`config.mk`:
```
export PLATFORM = sky130hd
export DESIGN_NAME = fc_layer_link
export DESIGN_NICKNAME = d
export VERILOG_FILES = /design/src/rtl/cim_pkg.sv /design/src/rtl/fc_link_sat.sv /design/src/rtl/fc_layer_link.sv
export SDC_FILE = /design/constraint.sdc
export NUM_CORES = 1
export LEC_CHECK = 0
export CAP_MARGIN = 15
export CORE_MARGIN = 3
export CORE_UTILIZATION = 30
export DETAILED_ROUTE_END_ITERATION = 12
export PLACE_DENSITY = 0.63
export SLEW_MARGIN = 20
export SYNTH_ARGS = -nofsm -noshare
export SYNTH_HDL_FRONTEND = slang
export SYNTH_SLANG_ARGS = --single-unit
```
`constraint.sdc`:
```
create_clock -name clk -period 2.1 [get_ports clk]
set_input_delay 0.315 -clock clk [delete_from_list [all_inputs] [get_ports clk]]
set_output_delay 0.315 -clock clk [all_outputs]
set_load 0.02 [all_outputs]
```
`src/rtl/cim_pkg.sv`:
```
// cim_pkg: shared types, constants and helpers for the CIM MLP blocks
package cim_pkg;
  typedef enum logic [2:0] {FILL, WAIT_IDLE, START, ARMED, DRAIN} link_state_t;
  localparam int LINK_ARM_TIMEOUT = 2;
  function automatic logic [31:0] sat_trunc(input logic [31:0] value, input int out_width);
    logic [31:0] max_v;
    max_v = out_width >= 32 ? '1 : (32'd1 << out_width) - 32'd1;
    return value > max_v ? max_v : value;
  endfunction
endpackage

```
`src/rtl/fc_link_sat.sv`:
```
// fc_link_sat: combinational unsigned saturating narrower
module fc_link_sat
  import cim_pkg::*;
#(
  parameter int in_w  = 12,
  parameter int out_w = 8
) (
  input  logic [in_w-1:0]  a,
  output logic [out_w-1:0] y
);
  assign y = out_w'(sat_trunc(32'(a), out_w));
endmodule

```
`src/rtl/fc_layer_link.sv`:
```
// fc_layer_link: streams one layer's activations into the next layer's ibuf and starts it
module fc_layer_link
  import cim_pkg::*;
#(
  parameter int datatype_size        = 8,
  parameter int output_datatype_size = 8,
  parameter int input_size           = 784,
  parameter int addr_w               = input_size > 1 ? $clog2(input_size) : 1
) (
  input  logic                            clk,
  input  logic                            rst,
  input  logic                            i_up_valid,
  input  logic [output_datatype_size-1:0] i_up_data,
  output logic                            o_up_stall,
  output logic                            o_ibuf_we,
  output logic [datatype_size-1:0]        o_ibuf_wr_data,
  output logic [addr_w-1:0]               o_ibuf_addr,
  output logic                            o_start,
  input  logic                            i_dn_busy,
  output logic [15:0]                     o_vec_count
);
  localparam logic [addr_w-1:0] last = addr_w'(input_size - 1);
  link_state_t state;
  logic [addr_w-1:0] cnt;
  logic [1:0] arm_cnt;
  logic [datatype_size-1:0] sat_data;
  logic accept;
  fc_link_sat #(.in_w(output_datatype_size), .out_w(datatype_size)) u_sat (
    .a(i_up_data),
    .y(sat_data)
  );
  assign accept = state == FILL && i_up_valid;
  assign o_up_stall = state != FILL;
  // handshake FSM with registered ibuf write port and start pulse
  always_ff @(posedge clk or posedge rst) begin
    if (rst) begin
      state <= FILL;
      cnt <= '0;
      arm_cnt <= '0;
      o_ibuf_we <= 1'b0;
      o_ibuf_wr_data <= '0;
      o_ibuf_addr <= '0;
      o_start <= 1'b0;
      o_vec_count <= '0;
    end else begin
      o_ibuf_we <= accept;
      o_start <= 1'b0;
      if (accept) begin
        o_ibuf_addr <= cnt;
        o_ibuf_wr_data <= sat_data;
        cnt <= cnt == last ? '0 : cnt + addr_w'(1);
      end
      case (state)
        FILL: if (accept && cnt == last) state <= WAIT_IDLE;
        WAIT_IDLE: if (!i_dn_busy) state <= START;
        START: begin
          o_start <= 1'b1;
          o_vec_count <= o_vec_count + 16'd1;
          arm_cnt <= '0;
          state <= ARMED;
        end
        ARMED: begin
          arm_cnt <= arm_cnt + 2'd1;
          if (i_dn_busy || arm_cnt == 2'(LINK_ARM_TIMEOUT - 1)) state <= DRAIN;
        end
        DRAIN: if (!i_dn_busy) state <= FILL;
        default: state <= FILL;
      endcase
    end
  end
endmodule
```
### After elaboration in Yosys (flattened, before gate mapping)

Index checks and enable logic that the tools add are counted.

* reductions and logical operators: 7
* equality and inequality tests: 10
* $add $sub $neg: 3
* multiplexer cells: 8

Operators with widths (count)
* $add 16x1->16 const B: 1
* $pmux 3 s5: 1
* $mux 3: 4
* $add 10x1->10 const B: 1
* $eq 10x10->1 const B: 1
* $mux 10: 1
* $eq 3x2->1 const B: 2
* $ne 2x2->1 const B: 3
* $pmux 2 s2: 1
* $reduce_and 4->1: 1
* $eq 3x1->1 const B: 1
* $eq 3x3->1 const B: 1
* $logic_not 3->1: 1
* $reduce_bool 3->1: 1
* $add 2x1->2 const B: 1
* $eq 2x1->1 const B: 1
* $logic_and 1x1->1: 2
* $ne 2x1->1 const B: 1
* $reduce_bool 2->1: 1
* $logic_or 1x1->1: 1
* $mux 1: 1

* logic and storage cells: 36
* bits of input ports: 12
* output and inout bits: 37
* register bits after elaboration: 51

### Logic depth before layout (Yosys ltp)

* depth after elaboration: 5
* gate-level depth with buffers: 7
* depth with buffers taken out: 5

### Modules after synthesis

From an unflattened synthesis, not the netlist that was laid out.

* cell total of the unflattened synthesis: 225
* area total of the unflattened synthesis: 2307.2 µm²

Modules (own cells, without submodules)
* fc_layer_link: times used 1, area an instance 2247.2 µm², seq. area each 1276.2 µm², cells each 217
* fc_link_sat: times used 1, area an instance 60.1 µm², seq. area each 0.0 µm², cells each 8

### Worst setup path after synthesis

Ideal clock, no wire load.

* path kind: register to register
* start: reg state[0]
* end: reg cnt[5]
* data required time: 1.974 ns
* cell stages (with the launch flop): 7
* data arrival time: 1.671 ns
* library setup time: 0.126 ns
* buffers on the path: 1
* path slack: 0.304 ns
* clock period less this slack: 1.796 ns
* path through: dfrtp_1 -> or4b_1 -> buf_6 -> clkinv_4 -> nand2_4 -> or3_4 -> xnor2_2

* word-level cells in the longest chain between the ends: 2

Ends and longest elaborated chain
* from (decl): RTL line fc_layer_link.sv:23 `link_state_t state;`
* from (signal assigned): RTL line fc_layer_link.sv:37 `state <= FILL;`
* from (signal assigned): RTL line fc_layer_link.sv:54 `FILL: if (accept && cnt == last) state <= WAIT_IDLE;`
* from (signal assigned): RTL line fc_layer_link.sv:55 `WAIT_IDLE: if (!i_dn_busy) state <= START;`
* $logic_not 3->1: RTL line fc_layer_link.sv:32 `assign accept = state == FILL && i_up_valid;`
* $logic_and 1x1->1: RTL line fc_layer_link.sv:32
* to (signal assigned): RTL line fc_layer_link.sv:51 `cnt <= cnt == last ? '0 : cnt + addr_w'(1);`
* to (decl): RTL line fc_layer_link.sv:24 `logic [addr_w-1:0] cnt;`

Every way passes these cells.
A chain may end at the register's enable or synchronous reset.

### Final worst setup path

* start: reg state[0]
* end: out o_up_stall

* word-level cells in the longest chain between the ends: 1

Ends and longest elaborated chain
* $reduce_bool 3->1: RTL line fc_layer_link.sv:33 `assign o_up_stall = state != FILL;`
* to (decl): RTL line fc_layer_link.sv:14 `output logic o_up_stall,`

Every way passes these cells.

==> run metrics <==
syn_nets 232; P_leak about 1.4 nW; initial antenna violation count 0; critical path data arrival time between 1500 and 2000 ps; Post-synth EDFFs 0; die area between 8000 and 9000 um^2; vias in the first global route about 1600; critical path class flop to output pin; CP Max Fanout 9; CTS tree yes; Post-synth ARST share 1.00; fin crit period approximately 2000 ps; H-Tree Level Count 2; post-CTS setup buffers 0; clock transition time at the flip-flop clock pins of the worst setup and hold paths 90 ps; Pre-Repair DR Iteration Count 4; via/cell ratio around 4.5; CP Launch Type flop; Setup-failing EPs final 0; Seq/Total Area, Yosys 0.568; residual DRC count 0; Port Buffer Count 48; HP Class primary input to asynchronous set/reset pin; Cells after Synth between 200 and 250; Multi-input gate area roughly 900 um^2; GP Congestion approximately 0.76; Yosys warnings 0; Mean Syn Cell Area between 10 and 15 um^2; Die Ht between 90 and 100 um; worst IR drop on VDD 0.000450 V; Max clock buf depth 2; Vias about 1700; most common cell after layout, fill and taps aside nand2_1; Starting Density 0.320; io pins between 40 and 50; CTS root buffer clkbuf_8; Sw Ratio 0.379; Netlist Area Pre-Place 2250 um^2; Worst Max-Slew Pin Slew around 440 ps; WL final roughly 4.4 mm; Synth cell types 42; Fmax approximately 0.5 GHz; RSZ-0062 raised after global routing false; Register-to-Register Path Depth 6; part of the cycle the worst path needs 0.955; cell area power density between 1000 and 1500 nW/um^2; Clock Latency Late Sink ~300 ps; Die Wd just over 90 um; DP Cell Count roughly 360; max-slew violations 0; Post-DP HPWL 3.18 mm; Net Sw Power around 0.0013 W; first-iteration detailed-routing DRC count 50; synthesis-stage register bit count just over 50; core area approximately 7000 um^2; Worst Setup End Kind output pin; FP Rows 30; Hold Vio Cnt, Final 0; CP Data Required Time 1780 ps; GRT Total Usage 0.109; Reg power frac 0.437; Final nets between 200 and 300; largest net degree at the start of global routing 33; Main synth FF type dfrtp_1; most frequent cells in the layout nand2_1 (61), dfrtp_1 (50), clkdlybuf4s50_1 (48); cts hold-fix bufs 0; ANT nets after route 0; area grow syn2layout 32.0%; count of cells resized by post-cts repair 0; Final Non-Filler Cells 370; global route total overflow 0; clock sink total a little over 50; share of layout cells above drive strength 1 0.0912; Setup Skew between 8 and 9 ps; final setup TNS 0 ps; filler cell count 672; maximum capacitance violations 0; Num CTS Buffers 5; routed len/inst ~12 um; status finished clean; Worst slew margin 0.704; cell internal pwr between 0.002 and 0.0025 W; register area roughly 1300 um^2; Comb power frac 0.416; wire length of the first global-routing pass 7.45 mm; clock share of power 0.147; Ant. Diodes 0
## worst max-delay path: stages, from the launching register on
cell             delay, ps
dfrtp_2                460
or3_1                  380
clkdlybuf4s50_1        540
## synthesized netlist by cell type, drive strengths merged (2+ instances only)
master | count | area, um^2
nand2 | 63 | 251
dfrtp | 51 | 1280
xnor2 | 14 | 130
nand3 | 12 | 60.1
o21ai | 11 | 55.1
inv | 7 | 26.3
nor2 | 7 | 26.3
nor3 | 5 | 41.3
xor2 | 5 | 43.8
buf | 4 | 28.8
nand2b | 4 | 25.0
nand4 | 4 | 25.0
or3 | 4 | 30.0
ha | 3 | 37.5
nor4 | 3 | 33.8
and4 | 2 | 17.5
clkbuf | 2 | 7.51
## flip-flops by register name, indices dropped and copies added, names as in the netlist
| register | flops |
|---|---|
| o_vec_count | 16 |
| state | 3 |
| o_ibuf_addr | 10 |
| o_ibuf_we | 1 |
| cnt | 10 |
| o_ibuf_wr_data | 8 |
| o_start | 1 |
| arm_cnt | 2 |
## per-stage QoR
step | total power, W | utilization | hold slack [ps] | cell area, um^2 | worst slack (ps)
after floorplan | 0.00240 | - | 420 | 2250 | 304
after CTS | 0.00356 | 0.422 | 359 | 2960 | 56.6
final | 0.00351 | 0.422 | 345 | 2970 | 94.1
after detailed placement | 0.00304 | 0.412 | 463 | 2890 | 4.20
after global placement | 0.00301 | 0.412 | 460 | 2890 | 11.7
after global routing | 0.00379 | 0.422 | 365 | 2970 | 15.7
## power groups by stage
stage               clock [W]  sequential [W]  combinational (W)
CTS                  0.000543         0.00153            0.00149
detailed placement          0         0.00155            0.00148
global placement            0         0.00155            0.00146
global route         0.000588         0.00159            0.00161
finish               0.000518         0.00153            0.00146
floorplan                   0         0.00175           0.000656
## layout make-up
class / count / area share
Clock buffer: 6 / 0.0245
Inverter: 8 / 0.0118
Multi-Input combinational cell: 152 / 0.303
Sequential cell: 51 / 0.431
Tap cell: 96 / 0.0405
Timing Repair Buffer: 57 / 0.189
## worst paths after layout
path	slack [ps]	to	startpoint
max	90	o_up_stall	state[0]$_DFFE_PP0P_
min in group clk	480	o_vec_count[15]$_DFFE_PP0N_	o_vec_count[15]$_DFFE_PP0N_
min reg2reg	480	o_vec_count[15]$_DFFE_PP0N_	o_vec_count[15]$_DFFE_PP0N_
max in group asynchronous	1220	state[0]$_DFFE_PP0P_	rst
max reg2reg	220	cnt[5]$_DFFE_PP0P_	state[0]$_DFFE_PP0P_
min	340	arm_cnt[1]$_DFFE_PP0P_	rst
## kinds of logic after synthesis
family          synth area share
mux                      0.00501
flops                      0.568
xor+xnor                  0.0774
fa+ha+maj                 0.0167
buf+inv                   0.0317
compound gates            0.0540
simple gates               0.247
## routing by layer
metal  part of all wire  vias to the layer above  track usage  wire length, um
li1                   -                      836            -                -
met1               0.49                      790        0.142             2140
met2               0.43                       35        0.166             1890
met3              0.059                        6       0.0317              258
met4              0.018                        0       0.0520               78
met5                  0                        -            0                0
Power figures use the tool's default switching activity.
